--- src/rtl/dcache_dm_if.sv ---
// dcache_dm_if: word-wide valid/ready bus between the data cache and main memory.
interface dcache_dm_if;
    logic        mem_req;
    logic        mem_we;
    logic [31:0] mem_addr;
    logic [31:0] mem_wdata;
    logic [31:0] mem_rdata;
    logic        mem_ready;
    modport master (output mem_req, mem_we, mem_addr, mem_wdata, input mem_rdata, mem_ready);
    modport slave  (input mem_req, mem_we, mem_addr, mem_wdata, output mem_rdata, mem_ready);
endinterface

--- src/rtl/dcache_dm.sv ---
// dcache_dm: direct-mapped write-through no-write-allocate data cache for the M stage.
// Load misses fill a whole block beat by beat; every store goes straight to memory.
module dcache_dm #(
    parameter int INDEX_BITS  = 4,
    parameter int OFFSET_BITS = 2
) (
    input  logic        clk,
    input  logic        rst,
    input  logic        cpu_rd,
    input  logic        cpu_wr,
    input  logic [31:0] cpu_addr,
    input  logic [31:0] cpu_wdata,
    output logic [31:0] cpu_rdata,
    output logic        cpu_stall,
    output logic [31:0] hit_count,
    output logic [31:0] miss_count,
    dcache_dm_if.master bus
);
    localparam int TAG_BITS = 30 - INDEX_BITS - OFFSET_BITS;
    localparam int SETS     = 1 << INDEX_BITS;
    localparam int WORDS    = 1 << OFFSET_BITS;

    typedef enum logic [1:0] {IDLE, FILL, WRITE} state_t;

    state_t                 state_q, state_d;
    logic [SETS-1:0]        valid_q;
    logic [TAG_BITS-1:0]    tag_q  [SETS];
    logic [31:0]            data_q [SETS*WORDS];
    logic [31:0]            addr_q, wdata_q, hit_cnt_q, miss_cnt_q;
    logic [OFFSET_BITS-1:0] beat_q;
    logic                   refill_q;

    logic [INDEX_BITS-1:0]  idx, a_idx;
    logic [OFFSET_BITS-1:0] off, a_off;
    logic [TAG_BITS-1:0]    tag, a_tag;
    logic                   idle, load, hit, miss, beat_done, last, wr_hit;

    assign off   = cpu_addr[OFFSET_BITS+1:2];
    assign idx   = cpu_addr[OFFSET_BITS+2 +: INDEX_BITS];
    assign tag   = cpu_addr[31 -: TAG_BITS];
    assign a_off = addr_q[OFFSET_BITS+1:2];
    assign a_idx = addr_q[OFFSET_BITS+2 +: INDEX_BITS];
    assign a_tag = addr_q[31 -: TAG_BITS];

    assign idle      = state_q == IDLE;
    assign load      = cpu_rd & ~cpu_wr;
    assign hit       = valid_q[idx] && tag_q[idx] == tag;
    assign miss      = idle && load && !hit;
    assign beat_done = state_q == FILL && bus.mem_ready;
    assign last      = beat_done && &beat_q;
    assign wr_hit    = valid_q[a_idx] && tag_q[a_idx] == a_tag;

    always_comb begin
        state_d   = state_q;
        cpu_stall = 1'b0;
        case (state_q)
            IDLE: begin
                state_d   = cpu_wr ? WRITE : miss ? FILL : IDLE;
                cpu_stall = cpu_wr | miss;
            end
            FILL: begin
                state_d   = last ? IDLE : FILL;
                cpu_stall = 1'b1;
            end
            WRITE: begin
                state_d   = bus.mem_ready ? IDLE : WRITE;
                cpu_stall = ~bus.mem_ready;
            end
            default: state_d = IDLE;
        endcase
    end

    assign bus.mem_req   = !idle;
    assign bus.mem_we    = state_q == WRITE;
    assign bus.mem_addr  = state_q == FILL ? {addr_q[31:OFFSET_BITS+2], beat_q, 2'b00} : {addr_q[31:2], 2'b00};
    assign bus.mem_wdata = wdata_q;
    assign cpu_rdata     = (idle && load && hit) ? data_q[{idx, off}] : '0;
    assign hit_count     = hit_cnt_q;
    assign miss_count    = miss_cnt_q;

    always_ff @(posedge clk or posedge rst) begin
        if (rst) begin
            state_q    <= IDLE;
            valid_q    <= '0;
            addr_q     <= '0;
            wdata_q    <= '0;
            beat_q     <= '0;
            refill_q   <= 1'b0;
            hit_cnt_q  <= '0;
            miss_cnt_q <= '0;
        end else begin
            state_q  <= state_d;
            // the replayed lookup right after a fill was already counted as a miss
            refill_q <= last;
            if (idle && (cpu_wr || miss)) addr_q <= cpu_addr;
            if (idle && cpu_wr) wdata_q <= cpu_wdata;
            // drop the old line up front so an aborted fill can never look valid
            if (miss) begin
                beat_q       <= '0;
                valid_q[idx] <= 1'b0;
            end
            if (beat_done) beat_q <= beat_q + 1'b1;
            if (last) valid_q[a_idx] <= 1'b1;
            if (idle && load && hit && !refill_q && ~&hit_cnt_q) hit_cnt_q <= hit_cnt_q + 32'd1;
            if (miss && ~&miss_cnt_q) miss_cnt_q <= miss_cnt_q + 32'd1;
        end
    end

    always_ff @(posedge clk) begin
        if (beat_done) data_q[{a_idx, beat_q}] <= bus.mem_rdata;
        if (state_q == WRITE && bus.mem_ready && wr_hit) data_q[{a_idx, a_off}] <= wdata_q;
        if (last) tag_q[a_idx] <= a_tag;
    end
endmodule

--- src/flat_wrapper.sv ---
// flat-port wrapper written by rule: the top's interface ports become plain ports
module dcache_dm_flat 
#(
    parameter int INDEX_BITS  = 4,
    parameter int OFFSET_BITS = 2
)
  (clk, rst, cpu_rd, cpu_wr, cpu_addr, cpu_wdata, cpu_rdata, cpu_stall, hit_count, miss_count, bus_mem_req, bus_mem_we, bus_mem_addr, bus_mem_wdata, bus_mem_rdata, bus_mem_ready);
  dcache_dm_if bus_i ();
  input  logic clk;
  input  logic rst;
  input  logic cpu_rd;
  input  logic cpu_wr;
  input  logic [31:0] cpu_addr;
  input  logic [31:0] cpu_wdata;
  output logic [31:0] cpu_rdata;
  output logic cpu_stall;
  output logic [31:0] hit_count;
  output logic [31:0] miss_count;
  output wire logic [$bits(bus_i.mem_req)-1:0] bus_mem_req;
  output wire logic [$bits(bus_i.mem_we)-1:0] bus_mem_we;
  output wire logic [$bits(bus_i.mem_addr)-1:0] bus_mem_addr;
  output wire logic [$bits(bus_i.mem_wdata)-1:0] bus_mem_wdata;
  input wire logic [$bits(bus_i.mem_rdata)-1:0] bus_mem_rdata;
  input wire logic [$bits(bus_i.mem_ready)-1:0] bus_mem_ready;
  assign bus_mem_req = bus_i.mem_req;
  assign bus_mem_we = bus_i.mem_we;
  assign bus_mem_addr = bus_i.mem_addr;
  assign bus_mem_wdata = bus_i.mem_wdata;
  assign bus_i.mem_rdata = bus_mem_rdata;
  assign bus_i.mem_ready = bus_mem_ready;
  dcache_dm #(.INDEX_BITS(INDEX_BITS), .OFFSET_BITS(OFFSET_BITS)) u_core (.clk(clk), .rst(rst), .cpu_rd(cpu_rd), .cpu_wr(cpu_wr), .cpu_addr(cpu_addr), .cpu_wdata(cpu_wdata), .cpu_rdata(cpu_rdata), .cpu_stall(cpu_stall), .hit_count(hit_count), .miss_count(miss_count), .bus(bus_i));
endmodule
--- config.mk ---
export PLATFORM = sky130hd
export DESIGN_NAME = dcache_dm_flat
export DESIGN_NICKNAME = d
export VERILOG_FILES = /design/src/rtl/dcache_dm_if.sv /design/src/rtl/dcache_dm.sv /design/src/flat_wrapper.sv
export SDC_FILE = /design/constraint.sdc
export NUM_CORES = 2
export LEC_CHECK = 0
export BUFFER_PORTS_ARGS = -buffer_cell sky130_fd_sc_hd__buf_2
export CAP_MARGIN = 5
export CELL_PAD_IN_SITES_DETAIL_PLACEMENT = 1
export CELL_PAD_IN_SITES_GLOBAL_PLACEMENT = 1
export CORE_MARGIN = 1.5
export CORE_UTILIZATION = 26
export CTS_BUF_LIST = sky130_fd_sc_hd__clkbuf_4
export DETAILED_ROUTE_END_ITERATION = 8
export GPL_ROUTABILITY_DRIVEN = 1
export PLACE_DENSITY_LB_ADDON = 0.1
export SYNTH_ARGS = -nofsm -noshare
export SYNTH_HDL_FRONTEND = slang
export SYNTH_SLANG_ARGS = --single-unit
--- constraint.sdc ---
create_clock -name clk -period 14.22 [get_ports clk]
set_clock_uncertainty 0.2 [all_clocks]
set_input_delay 1.422 -clock clk [delete_from_list [all_inputs] [get_ports clk]]
set_output_delay 1.422 -clock clk [all_outputs]
set_load 0.02 [all_outputs]
-- Word-level counts from Yosys, hierarchy flattened
Memories as Yosys holds them, arrays and structs flattened.
Cells that the tools add are included.
Widths: inputs -> output; s select.
- bits of input ports: 101
- register bits: 149
- RAM bits: 2432
- memories: 2
- memories (name ; words ; width ; rd ports ; clocked after Yosys merged registers in ; wr ports ; line ; RTL):
    u_core.data_q ; 64 ; 32 ; 1 ; 0 ; 1 ; dcache_dm.sv:28 ; logic [31:0] data_q [SETS*WORDS];
    u_core.tag_q ; 16 ; 24 ; 2 ; 0 ; 1 ; dcache_dm.sv:27 ; logic [TAG_BITS-1:0] tag_q [SETS];
- bitwise gates (word level): 7
- muxes and demuxes: 29
- reduce and logical (&&, ||, !) cells: 28
- equal/unequal tests: 4
- order comparisons: 4
- add/sub/neg operators: 3
- operators by type and width (cell ; number):
    $add 32x1->32 const B ; 2
    $mux 32 ; 2
    $reduce_and 32->1 ; 2
    $eq 24x24->1 ; 2
    $mux 16 ; 2
    $reduce_or 32->1 ; 1
    $and 16x16->16 ; 1
    $logic_and 1x1->1 ; 16
    $not 16->16 ; 1
    $or 16x16->16 ; 1
    $mux 1 ; 13
    $lt 4x5->1 const B ; 2
    $bmux 1 s4 ; 2
    $demux 1 s4 ; 2
    $ge 4x1->1 const B ; 2
    $mux 2 ; 4
    $mux 6 ; 1
    $pmux 2 s3 ; 1
    $logic_not 1->1 ; 5
    $mux 4 ; 1
    $pmux 1 s3 ; 1
    $add 2x1->2 const B ; 1
    $eq 2x1->1 const B ; 1
    $eq 2x2->1 const B ; 1
    7 further kinds ; 8

-- Longest topological paths before layout
- word-level depth: 9
- depth in mapped cells: 17
- gate-level depth less buffers: 10

-- Worst setup path after synthesis
No wires, ideal clock.
- path type: input -> output
- start: input cpu_addr[5]
- end: output cpu_rdata[25]
- arrival: 5162 ps
- slack: 7436 ps
- stages: 12
- data required time: 12598 ps
- cell sequence: buf_4 buf_2 buf_4 buf_4 mux4_2 a221oi_1 a211oi_1 or4_1 nor3_2 nand4_2 clkbuf_1 a2111oi_0
- word-level cells in the longest chain between the ends: 5
- elaborated cells between the ends (all ways): 8
- RTL lines (item ; line ; RTL):
    start: declaration ; flat_wrapper.sv:13 ; input logic [31:0] cpu_addr;
    $mem_v2 16x24 or $bmux 1 s4 (tied branches) ; - ;
    $eq 24x24->1 or $mux 1 (tied branches) ; dcache_dm.sv:47 ; assign hit = valid_q[idx] && tag_q[idx] == tag;
    $logic_and 1x1->1 ; dcache_dm.sv:47 ;
    $logic_and 1x1->1 ; dcache_dm.sv:77 ; assign cpu_rdata = (idle && load && hit) ? data_q[{idx, off}] : '0;
    $mux 32 (*) ; dcache_dm.sv:77 ;
    end: declaration ; flat_wrapper.sv:15 ; output logic [31:0] cpu_rdata;
Every way passes the cells marked *; elsewhere a longest branch is shown, timed or not. The select of a mux whose other input is x is not followed.

-- Worst setup path after layout
- start: input cpu_addr[5]
- end: output cpu_rdata[9]
Same word-level chain as after synthesis.

==> results.json <==
{
  "die_h_um": 634,
  "antenna_found_initial": 37,
  "grt_max_degree": 100,
  "finalWeightedCongestion": 0.735,
  "hpwl_um": 218000,
  "min_period_ps": 9370,
  "num_io_pins": 264,
  "yosys-top-cells-area": "edfxtp_1 71%, mux4_2 17%, dfrtp_1 3.6%, mux2i_1 0.87%, o22ai_1 0.87%",
  "cp-start-kind": "input pin",
  "synth-edff-count": 2432,
  "ff2ff_setup_slack_ps": 6200,
  "finalCoreUtilization_pct": 30.8,
  "drc_errors": 0,
  "cts_root_buf": "clkbuf_4",
  "hold_depth": 1,
  "outcome": "complete, no violations",
  "yosysWarnings": 0,
  "final_nets": 5824,
  "r2r_end": "u_core.data_q[15][16]",
  "drv_slew": 0,
  "path_clk_slew_ps": 50,
  "cts_resized": 0,
  "synth_compound_area_share_pct": 1.98,
  "hold_start": "u_core.hit_count[23]",
  "power.leakage_nw": 39.8,
  "rr_startpoint": "u_core.addr_q[4]",
  "die_area_um2": 401000,
  "hold_violations": 0,
  "yosys.area.top_type": "edfxtp_1",
  "crit_required_ps": 12600,
  "end_kind": "output pin",
  "dieWidth_um": 634,
  "insertion_delay_ps": 1600,
  "grt_setup_unrepaired": "no",
  "grt_overflow_total": 0,
  "cts_made_buffers": 745,
  "synth_ff_type": "edfxtp_1",
  "yosys.area.top_type_share_pct": 70.6,
  "syn_area_per_cell_um2": 21.7,
  "synth.mux.area_fraction_pct": 19.0,
  "ctsHtreeMaxLevel": 6,
  "cts_hold_buf": 58,
  "worstMarginPinSlew_ps": 1320,
  "final_cell_mix": "2432 x edfxtp_1, 1105 x clkbuf_4, 764 x mux4_2",
  "fin_area_um2": 122000,
  "dp.cells": 10200,
  "clock_path_buffers": 4,
  "synth_xor_area_share_pct": 0.847,
  "final_common_cell": "edfxtp_1",
  "max_freq_mhz": 107,
  "core_area_um2": 396000,
  "cts_sinks": 2579,
  "grt_pass1_wl_um": 522000,
  "final-instance-count-excl-fill": 11500,
  "ant_nets": 0,
  "synth-simple-area-share_pct": 2.44,
  "detailed_place.area_um2": 112000,
  "crit_arrival_ps": 7750,
  "wl_per_cell_um": 33.6,
  "portBuffers": 259,
  "ys_seq_elements": 2579,
  "synth_fa_ha_area_share_pct": 0.0363,
  "critPathMaxFanout": 71,
  "hold_end": "u_core.hit_count[23]",
  "grt.total_usage_pct": 19.1,
  "path_class": "input pin to output pin",
  "multi_input_comb_area_um2": 25800,
  "syn_area_um2": 103000,
  "rr_worst_depth": 11,
  "slew_headroom_pct": 11.9,
  "start_util_pct": 26.1,
  "p_per_area_nw_per_um2": 152,
  "synth_top_family_by_area": "multiplexers",
  "seqCellArea_um2": 76700,
  "ys_async_sr_fraction_pct": 5.70,
  "post-cts-setup-buffers": 0,
  "vias": 56100,
  "drv_cap": 0,
  "ys_types": 73,
  "min_path_type": "register to register",
  "drt_iter0_markers": 4423,
  "ys_seq_area_share_pct": 74.2,
  "rows": 231,
  "area_growth_pct": 18.1,
  "ir_worst_vdd_mv": 0.0860,
  "fin_tns_setup_ps": 0,
  "vias_per_cell": 4.86,
  "drive_gt1_share_pct": 41.3,
  "setup_viol": 0,
  "nFillCells": 40100,
  "grt_pass1_vias": 60600,
  "drt-total-wl_um": 387000,
  "cts_tree": "done",
  "finalCritPeriodShare_pct": 65.9,
  "finalPower_mw": 18.5,
  "syn_inst": 4772,
  "drtPass1Iterations": 5
}
==> area by class of cell <==
| type | instances | share of cell area [%] |
|---|---|---|
| Antenna cell | 7 | 0.0144 |
| Inverter | 28 | 0.0923 |
| Tap cell | 5242 | 5.37 |
| Clock inverter | 203 | 0.995 |
| Sequential cell | 2579 | 62.9 |
| Timing Repair Buffer | 494 | 2.74 |
| Clock buffer | 1105 | 6.80 |
| Multi-Input combinational cell | 1872 | 21.1 |
==> critical path, stage by stage <==
cell       delay, ps
buf_8            410
buf_12           470
mux4_2           580
mux2i_1          460
nor2_1           100
or4b_1           490
o2bb2ai_1        210
a211oi_1         750
nand4_4          770
buf_4            550
nor3_1           940
buf_2            350
==> where the power goes <==
part	switching (mW)	leakage, nW	internal (mW)	total (mW)
registers	0.315	23.8	8.67	8.99
clock network	3.36	5.64	3.74	7.10
logic	1.51	10.4	0.934	2.44
total	5.18	39.8	13.3	18.5
==> through the flow <==
stage / setup slack (ps) / hold slack (ps)
floorplan: 7440 / 272
global placement: 4510 / 272
detailed placement: 4520 / 278
CTS: 4510 / 14.6
global route: 4540 / 202
finish: 4850 / 282
==> cell families (layout without fill, tap and decap cells) <==
| family | Yosys count | after routing |
|---|---|---|
| DFF | 2579 | 2579 |
| muxes | 974 | 974 |
| and+or+nand+nor | 500 | 500 |
| buffers and inverters | 322 | 1830 |
| AOI/OAI and AO/OA | 293 | 293 |
| xor gates and xnor gates | 100 | 100 |
| adders and majority gates | 3 | 3 |
| other | 1 | 9 |
==> sequential cells by signal (all words and copies together) (netlist names), 2 cells and up <==
name,count
u_core.tag_q,384
u_core.miss_count,32
u_core.valid_q,16
u_core.beat_q,2
u_core.data_q,2048
u_core.hit_count,32
u_core.addr_q,30
u_core.state_q,2
u_core.bus.mem_wdata,32
==> synth_stat cells (52+ instances only) <==
library cell / n
edfxtp_1: 2432
mux4_2: 764
nor2_1: 157
dfrtp_1: 147
o22ai_1: 144
clkbuf_1: 128
nand2_1: 100
mux2i_1: 90
mux2_2: 76
buf_2: 59
buf_1: 53
xnor2_1: 52
==> worst max-delay path by stage <==
stage	start	endpoint	slack (ps)	cells after the start
6_report	cpu_addr[5]	cpu_rdata[9]	4850	12
5_1_grt	cpu_addr[5]	cpu_rdata[9]	4540	12
3_5_place_dp	cpu_addr[5]	cpu_rdata[9]	4520	12
4_1_cts	cpu_addr[5]	cpu_rdata[9]	4510	12
3_3_place_gp	cpu_addr[5]	cpu_rdata[9]	4510	12
2_1_floorplan	cpu_addr[5]	cpu_rdata[25]	7440	12
==> layer usage <==
metal | part of all wire, % | global-route usage [%]
met1 | 43 | 25.4
met3 | 5.0 | 3.00
met4 | 2.1 | 4.77
met5 | 0.062 | 0
met2 | 50 | 32.4
No activity file was read; power rests on OpenSTA's default activity.
